===== config.mk =====
export PLATFORM = sky130hd
export DESIGN_NAME = instr_fetch_unit
export DESIGN_NICKNAME = d
export VERILOG_FILES = /design/src/rtl/instr_fetch_unit.sv
export SDC_FILE = /design/constraint.sdc
export NUM_CORES = 1
export LEC_CHECK = 0
export BUFFER_PORTS_ARGS = -buffer_cell sky130_fd_sc_hd__buf_2
export CAP_MARGIN = 20
export CORE_MARGIN = 5
export CORE_UTILIZATION = 64
export CTS_CLUSTER_SIZE = 12
export DETAILED_ROUTE_END_ITERATION = 12
export GPL_TIMING_DRIVEN = 0
export PLACE_DENSITY = 0.9
export SYNTH_ARGS = -nofsm -noshare
export SYNTH_HDL_FRONTEND = slang
export SYNTH_SLANG_ARGS = --single-unit
export TNS_END_PERCENT = 50

===== constraint.sdc =====
create_clock -name clk -period 30.5 [get_ports clk]
set_input_delay 9.15 -clock clk [delete_from_list [all_inputs] [get_ports clk]]
set_output_delay 9.15 -clock clk [all_outputs]
set_load 0.1 [all_outputs]

===== src/rtl/instr_fetch_unit.sv =====
// Prefetching instruction fetch unit: sequential word fetch over req/ack, small {pc, word} FIFO to decode.
// Optional FETCH_ALIGN_CHK_EN: flag misaligned redirect targets and stall fetching until an aligned redirect.
module instr_fetch_unit #(
    parameter int          DEPTH    = 4,
    parameter logic [31:0] RESET_PC = 32'h0000_0000
) (
    input  logic        clk,
    input  logic        rst,
    input  logic        redirect,
    input  logic [31:0] redirect_pc,
    output logic        mem_req,
    output logic [31:0] mem_addr,
    input  logic        mem_ack,
    input  logic [31:0] mem_rdata,
    output logic [31:0] instr,
    output logic [31:0] instr_pc,
    output logic        instr_valid,
    input  logic        instr_ready,
    output logic        misaligned
);
    localparam int            CW   = $clog2(DEPTH + 1);
    localparam logic [CW-1:0] FULL = CW'(DEPTH);

    typedef enum logic [1:0] {IDLE, REQ, DROP} state_t;

    state_t                  r_state, w_state_nxt;
    logic [31:0]             r_fpc, w_fpc_nxt;
    logic [31:0]             r_mem_addr, w_addr_nxt;
    logic [CW-1:0]           r_count, w_count_nxt, w_base;
    logic [DEPTH-1:0][31:0]  r_word, r_pc, w_word_nxt, w_pc_nxt;
    logic                    r_mem_req, r_valid, r_mis, w_mis_nxt;
    logic                    w_pop, w_push, w_rpc_mis;
    logic [31:0]             w_rpc;

`ifdef FETCH_ALIGN_CHK_EN
    assign w_rpc     = redirect_pc;
    assign w_rpc_mis = |redirect_pc[1:0];
`else
    assign w_rpc     = redirect_pc & ~32'h3;
    assign w_rpc_mis = 1'b0;
`endif

    // Valid mirrors count != 0, so a pop on an empty FIFO can never happen.
    assign w_pop  = r_valid && instr_ready;
    assign w_base = r_count - CW'(w_pop);

    always_comb begin
        w_state_nxt = r_state;
        w_fpc_nxt   = r_fpc;
        w_addr_nxt  = r_mem_addr;
        w_mis_nxt   = r_mis;
        w_count_nxt = w_base;
        w_push      = 1'b0;
        if (redirect) begin
            w_count_nxt = '0;
            w_fpc_nxt   = w_rpc;
            w_mis_nxt   = w_rpc_mis;
            // An unacked request must still complete; its data is dropped later.
            if ((r_state == REQ || r_state == DROP) && !mem_ack) begin
                w_state_nxt = DROP;
            end else if (w_rpc_mis) begin
                w_state_nxt = IDLE;
            end else begin
                w_state_nxt = REQ;
                w_addr_nxt  = w_rpc;
            end
        end else begin
            case (r_state)
                IDLE: begin
                    if (w_base < FULL && !r_mis) begin
                        w_state_nxt = REQ;
                        w_addr_nxt  = r_fpc;
                    end
                end
                REQ: begin
                    if (mem_ack) begin
                        w_push      = 1'b1;
                        w_fpc_nxt   = r_fpc + 32'd4;
                        w_count_nxt = w_base + CW'(1);
                        if (w_base + CW'(1) < FULL) begin
                            w_addr_nxt = r_fpc + 32'd4;
                        end else begin
                            w_state_nxt = IDLE;
                        end
                    end
                end
                DROP: begin
                    if (mem_ack) begin
                        if (r_mis) begin
                            w_state_nxt = IDLE;
                        end else begin
                            w_state_nxt = REQ;
                            w_addr_nxt  = r_fpc;
                        end
                    end
                end
                default: w_state_nxt = IDLE;
            endcase
        end
    end

    // Shift FIFO keeps the head in slot 0 so instr/instr_pc come straight from flops.
    always_comb begin
        w_word_nxt = r_word;
        w_pc_nxt   = r_pc;
        if (w_pop) begin
            for (int i = 0; i < DEPTH - 1; i++) begin
                w_word_nxt[i] = r_word[i+1];
                w_pc_nxt[i]   = r_pc[i+1];
            end
        end
        if (w_push) begin
            for (int i = 0; i < DEPTH; i++) begin
                if (CW'(i) == w_base) begin
                    w_word_nxt[i] = mem_rdata;
                    w_pc_nxt[i]   = r_fpc;
                end
            end
        end
    end

    always_ff @(posedge clk or posedge rst) begin
        if (rst) begin
            r_state    <= IDLE;
            r_fpc      <= RESET_PC;
            r_mem_addr <= RESET_PC;
            r_mem_req  <= 1'b0;
            r_count    <= '0;
            r_valid    <= 1'b0;
            r_mis      <= 1'b0;
            r_word     <= '0;
            r_pc       <= '0;
        end else begin
            r_state    <= w_state_nxt;
            r_fpc      <= w_fpc_nxt;
            r_mem_addr <= w_addr_nxt;
            r_mem_req  <= (w_state_nxt != IDLE);
            r_count    <= w_count_nxt;
            r_valid    <= (w_count_nxt != '0);
            r_mis      <= w_mis_nxt;
            r_word     <= w_word_nxt;
            r_pc       <= w_pc_nxt;
        end
    end

    assign mem_req     = r_mem_req;
    assign mem_addr    = r_mem_addr;
    assign instr       = r_word[0];
    assign instr_pc    = r_pc[0];
    assign instr_valid = r_valid;
    assign misaligned  = r_mis;

endmodule


==> flow_summary_export.csv <==
group,metric,value,unit
critical_path,path_class,"in -> reg",
clock_tree,cts_sinks,322,
drt,via_count,14210,
yosys,synth_top_area_frac,0.5093,
drt,wl_met2,22.17,mm
sta,period_minus_slack,12.93,ns
floorplanning,die_area,27970,µm²
place,place_congestion,0.9733,
floorplanning,die_w,167.2,µm
place,dp.cells,2265,
clock_tree,cts_tree,"done",
sta,fmax,0.07735,GHz
cells_and_area,final_cells,2317,
global_route,grt_max_degree,135,
yosys,syn_inst,1775,
floorplanning,rows,57,
global_route,gr-total-overflow,0,
critical_path,required,30.85,ns
yosys,synthFlopType,"dfrtp_1",
place,port_buffers,164,
drt,wl_per_cell,19.85,µm
sta,finalClockSkew,0.01362,ns
min_path,hp-class,"reg -> reg",
global_route,antenna_found_initial,0,
critical_path,cp-start-kind,"primary input",
sta,max_slew.worst_pin.slew,0.9740,ns
clock_tree,cts_buffer_depth,3,
drt,dr.pass1.iters,5,
sta,setup_violations,0,
cells_and_area,utilization,0.7436,
pwr,power_density,112.8,nW/µm²
yosys,synth_fp_nets,1856,
global_route,grt_use_total,0.3221,
floorplanning,start_util,0.6506,
clock_tree,cts_root_buffer,"clkbuf_16",
drt,highest_layer,"met4",
yosys,async_flop_share,1.000,
cells_and_area,drive_gt1_frac,0.1943,
yosys,netlist_top_cells_area,"dfrtp_1 (51%), nand2_1 (11%), a31oi_1 (7.6%)",
sta,period_share,0.4239,
clock_tree,clkTransAtPathRegs,0.06,ns
floorplanning,io_pins,168,
cells_and_area,syn2layout_area_growth,14.30,%
pwr,power,2041,µW
clock_tree,cts-buffers-inserted,34,
place,dpl_worst_slack,17.29,ns
yosys,mappedNetlistArea,15820,µm²
clock_tree,cts_setup_buffers,0,
critical_path,worstPathMaxFanout,10,
clock_tree,cts.repair.resized,0,
sta,rsz0062_at_grt,"false",
drt,dr_wl_met3,4.423,mm
yosys,synthDistinctLibCells,60,
drt,via_per_inst,6.134,
clock_tree,clk_latency,0.51,ns
yosys,syn-mean-instance-area,8.913,µm²
drt,routed_wl,46.00,mm
global_route,grt_pass1_wl,74.03,mm
yosys,yosysTopAreaCell,"dfrtp_1",
critical_path,cp.arrival,13.27,ns
sta,relSlewSlack,0.3507,
drt,first_iter_violations,1401,
clock_tree,hold_buffers,0,
floorplanning,die_h,167.2,µm
yosys,synth_edf_count,0,
yosys,ys_seq_area_frac,0.5093,
job,maxCapViolCount,0,
critical_path,end_kind,"flop",
sta,report.final.slew_viol_count,0,
clock_tree,cts_max_level,2,
global_route,grt_pass1_vias,14310,
drt,wl_met1,17.23,mm
outcome,status,"finished, final reports clean",
yosys,ys_ff_latch,322,
place,dp_hpwl,32.42,mm
pwr,p_leak,0.008507,µW
floorplanning,coreArea,24320,µm²
drt,drc,0,
sta,hold_viol_final,0,
sta,fin_setup_tns,0,ns
yosys,yosys_warnings,0,
drt,ant_nets,0,
pwr,max-vdd-ir-drop,0.1067,mV
cells_and_area,layout.nets,2058,
cells_and_area,nFillCells,1668,
sta,worst_slack,17.57,ns
-- cell type report --
type / count / area (µm²) / area share
clock inverters: 4 / 31.28 / 0.001730
diodes: 1 / 2.502 / 0.0001384
multi-input cells: 1230 / 6618 / 0.3659
well taps: 324 / 405.4 / 0.02242
clock buffers: 47 / 939.7 / 0.05196
plain buffers: 206 / 1082 / 0.05985
flip-flops and latches: 322 / 8058 / 0.4456
inverters: 17 / 71.32 / 0.003944
repair buffers: 166 / 875.8 / 0.04843
-- path summary, 6_finish.rpt --
| check | startpoint | end | depth (start not counted) | slack [ns] |
|---|---|---|---|---|
| max | instr_ready | instr[30] | 13 | 17.57 |
| min | mem_addr[4] | mem_addr[4] | 2 | 0.49 |
| max reg2reg | instr_valid | instr[30] | 12 | 25.94 |
| min reg2reg | mem_addr[4] | mem_addr[4] | 2 | 0.49 |
| max in group asynchronous | rst | r_fpc[6] | 4 | 20.20 |
| min in group asynchronous | rst | instr[3] | 2 | 8.82 |
-- per-layer routing --
layer  GRT usage  vias up
met5           0        -
met4      0.1577        0
met3     0.06884      175
met2      0.5308      853
met1      0.4079     6849
li1            -     6336
-- cell usage after synthesis (13+ instances only) --
cell / n
dfrtp_1: 322
and3_1: 13
buf_1: 18
nand2_1: 452
clkbuf_1: 93
nor2_1: 229
buf_2: 21
buf_4: 71
o21ai_0: 44
a21oi_1: 23
nand3_1: 27
xnor2_1: 20
mux2_2: 72
a31oi_1: 191
xor2_1: 22
inv_1: 16
-- where the power goes --
part | switching, µW | leakage, µW | internal [µW]
registers | 97.7 | 0.00412 | 594
clock network | 163 | 0.000477 | 213
logic | 720 | 0.00391 | 253
-- logic make-up (layout without fill, tap and decap cells) --
kind of cell	count (synthesis)	after routing	synth area share
other cells	1	2	0.0002370
mux	84	84	0.05884
fa+ha+maj	12	12	0.009490
xor+xnor	42	42	0.02325
flops	322	322	0.5093
buf+inv	223	440	0.07244
simple gates	798	798	0.2122
compound gates	293	293	0.1143
-- stage by stage --
step | cell area, µm² | hold slack, ns
after floorplan | 15820 | 0.4497
after global placement | 17050 | 0.4645
after detailed placement | 17110 | 0.4697
after CTS | 18080 | 0.4874
after global routing | 18080 | 0.5191
final | 18080 | 0.4860
-- worst max-delay path, stage by stage --
cell	delay, ns
buf_2	0.07
nand2_1	0.18
inv_1	0.13
clkbuf_1	0.43
clkbuf_1	0.52
ha_1	0.25
ha_1	0.17
xor2_1	0.29
nor3_1	0.17
nand2_1	0.47
clkbuf_1	0.79
clkbuf_1	0.47
a31oi_1	0.17
-- sequential cells by signal, indices dropped and copies added (netlist names) --
| name | cells |
|---|---|
| instr_pc | 32 |
| mem_req | 1 |
| mem_addr | 31 |
| r_word | 96 |
| r_count | 3 |
| r_pc | 94 |
| r_fpc | 30 |
| instr_valid | 1 |
| r_state | 2 |
| instr | 32 |
-- placed cells by master (no fill, tap or decap), types with 4 or more instances in the layout --
cell type / Yosys / final
nand2_1: 452 / 452
dfrtp_1: 322 / 322
nor2_1: 229 / 229
a31oi_1: 191 / 191
buf_2: 21 / 185
clkbuf_1: 93 / 102
mux2_2: 72 / 72
buf_4: 71 / 71
o21ai_0: 44 / 44
clkbuf_16: 0 / 34
nand3_1: 27 / 27
a21oi_1: 23 / 23
xor2_1: 22 / 22
xnor2_1: 20 / 20
buf_1: 18 / 18
inv_1: 16 / 15
and3_1: 13 / 13
nand4_1: 12 / 12
mux2i_1: 12 / 12
nor4_1: 12 / 12
ha_1: 12 / 12
and2_1: 10 / 10
nand2b_1: 7 / 7
nor3_1: 6 / 6
a41oi_1: 6 / 6
and4_1: 5 / 5
o22ai_1: 5 / 5
nor2b_1: 5 / 5
o21ai_1: 4 / 4
clkbuf_8: 0 / 4
Power figures use the tool's default switching activity.
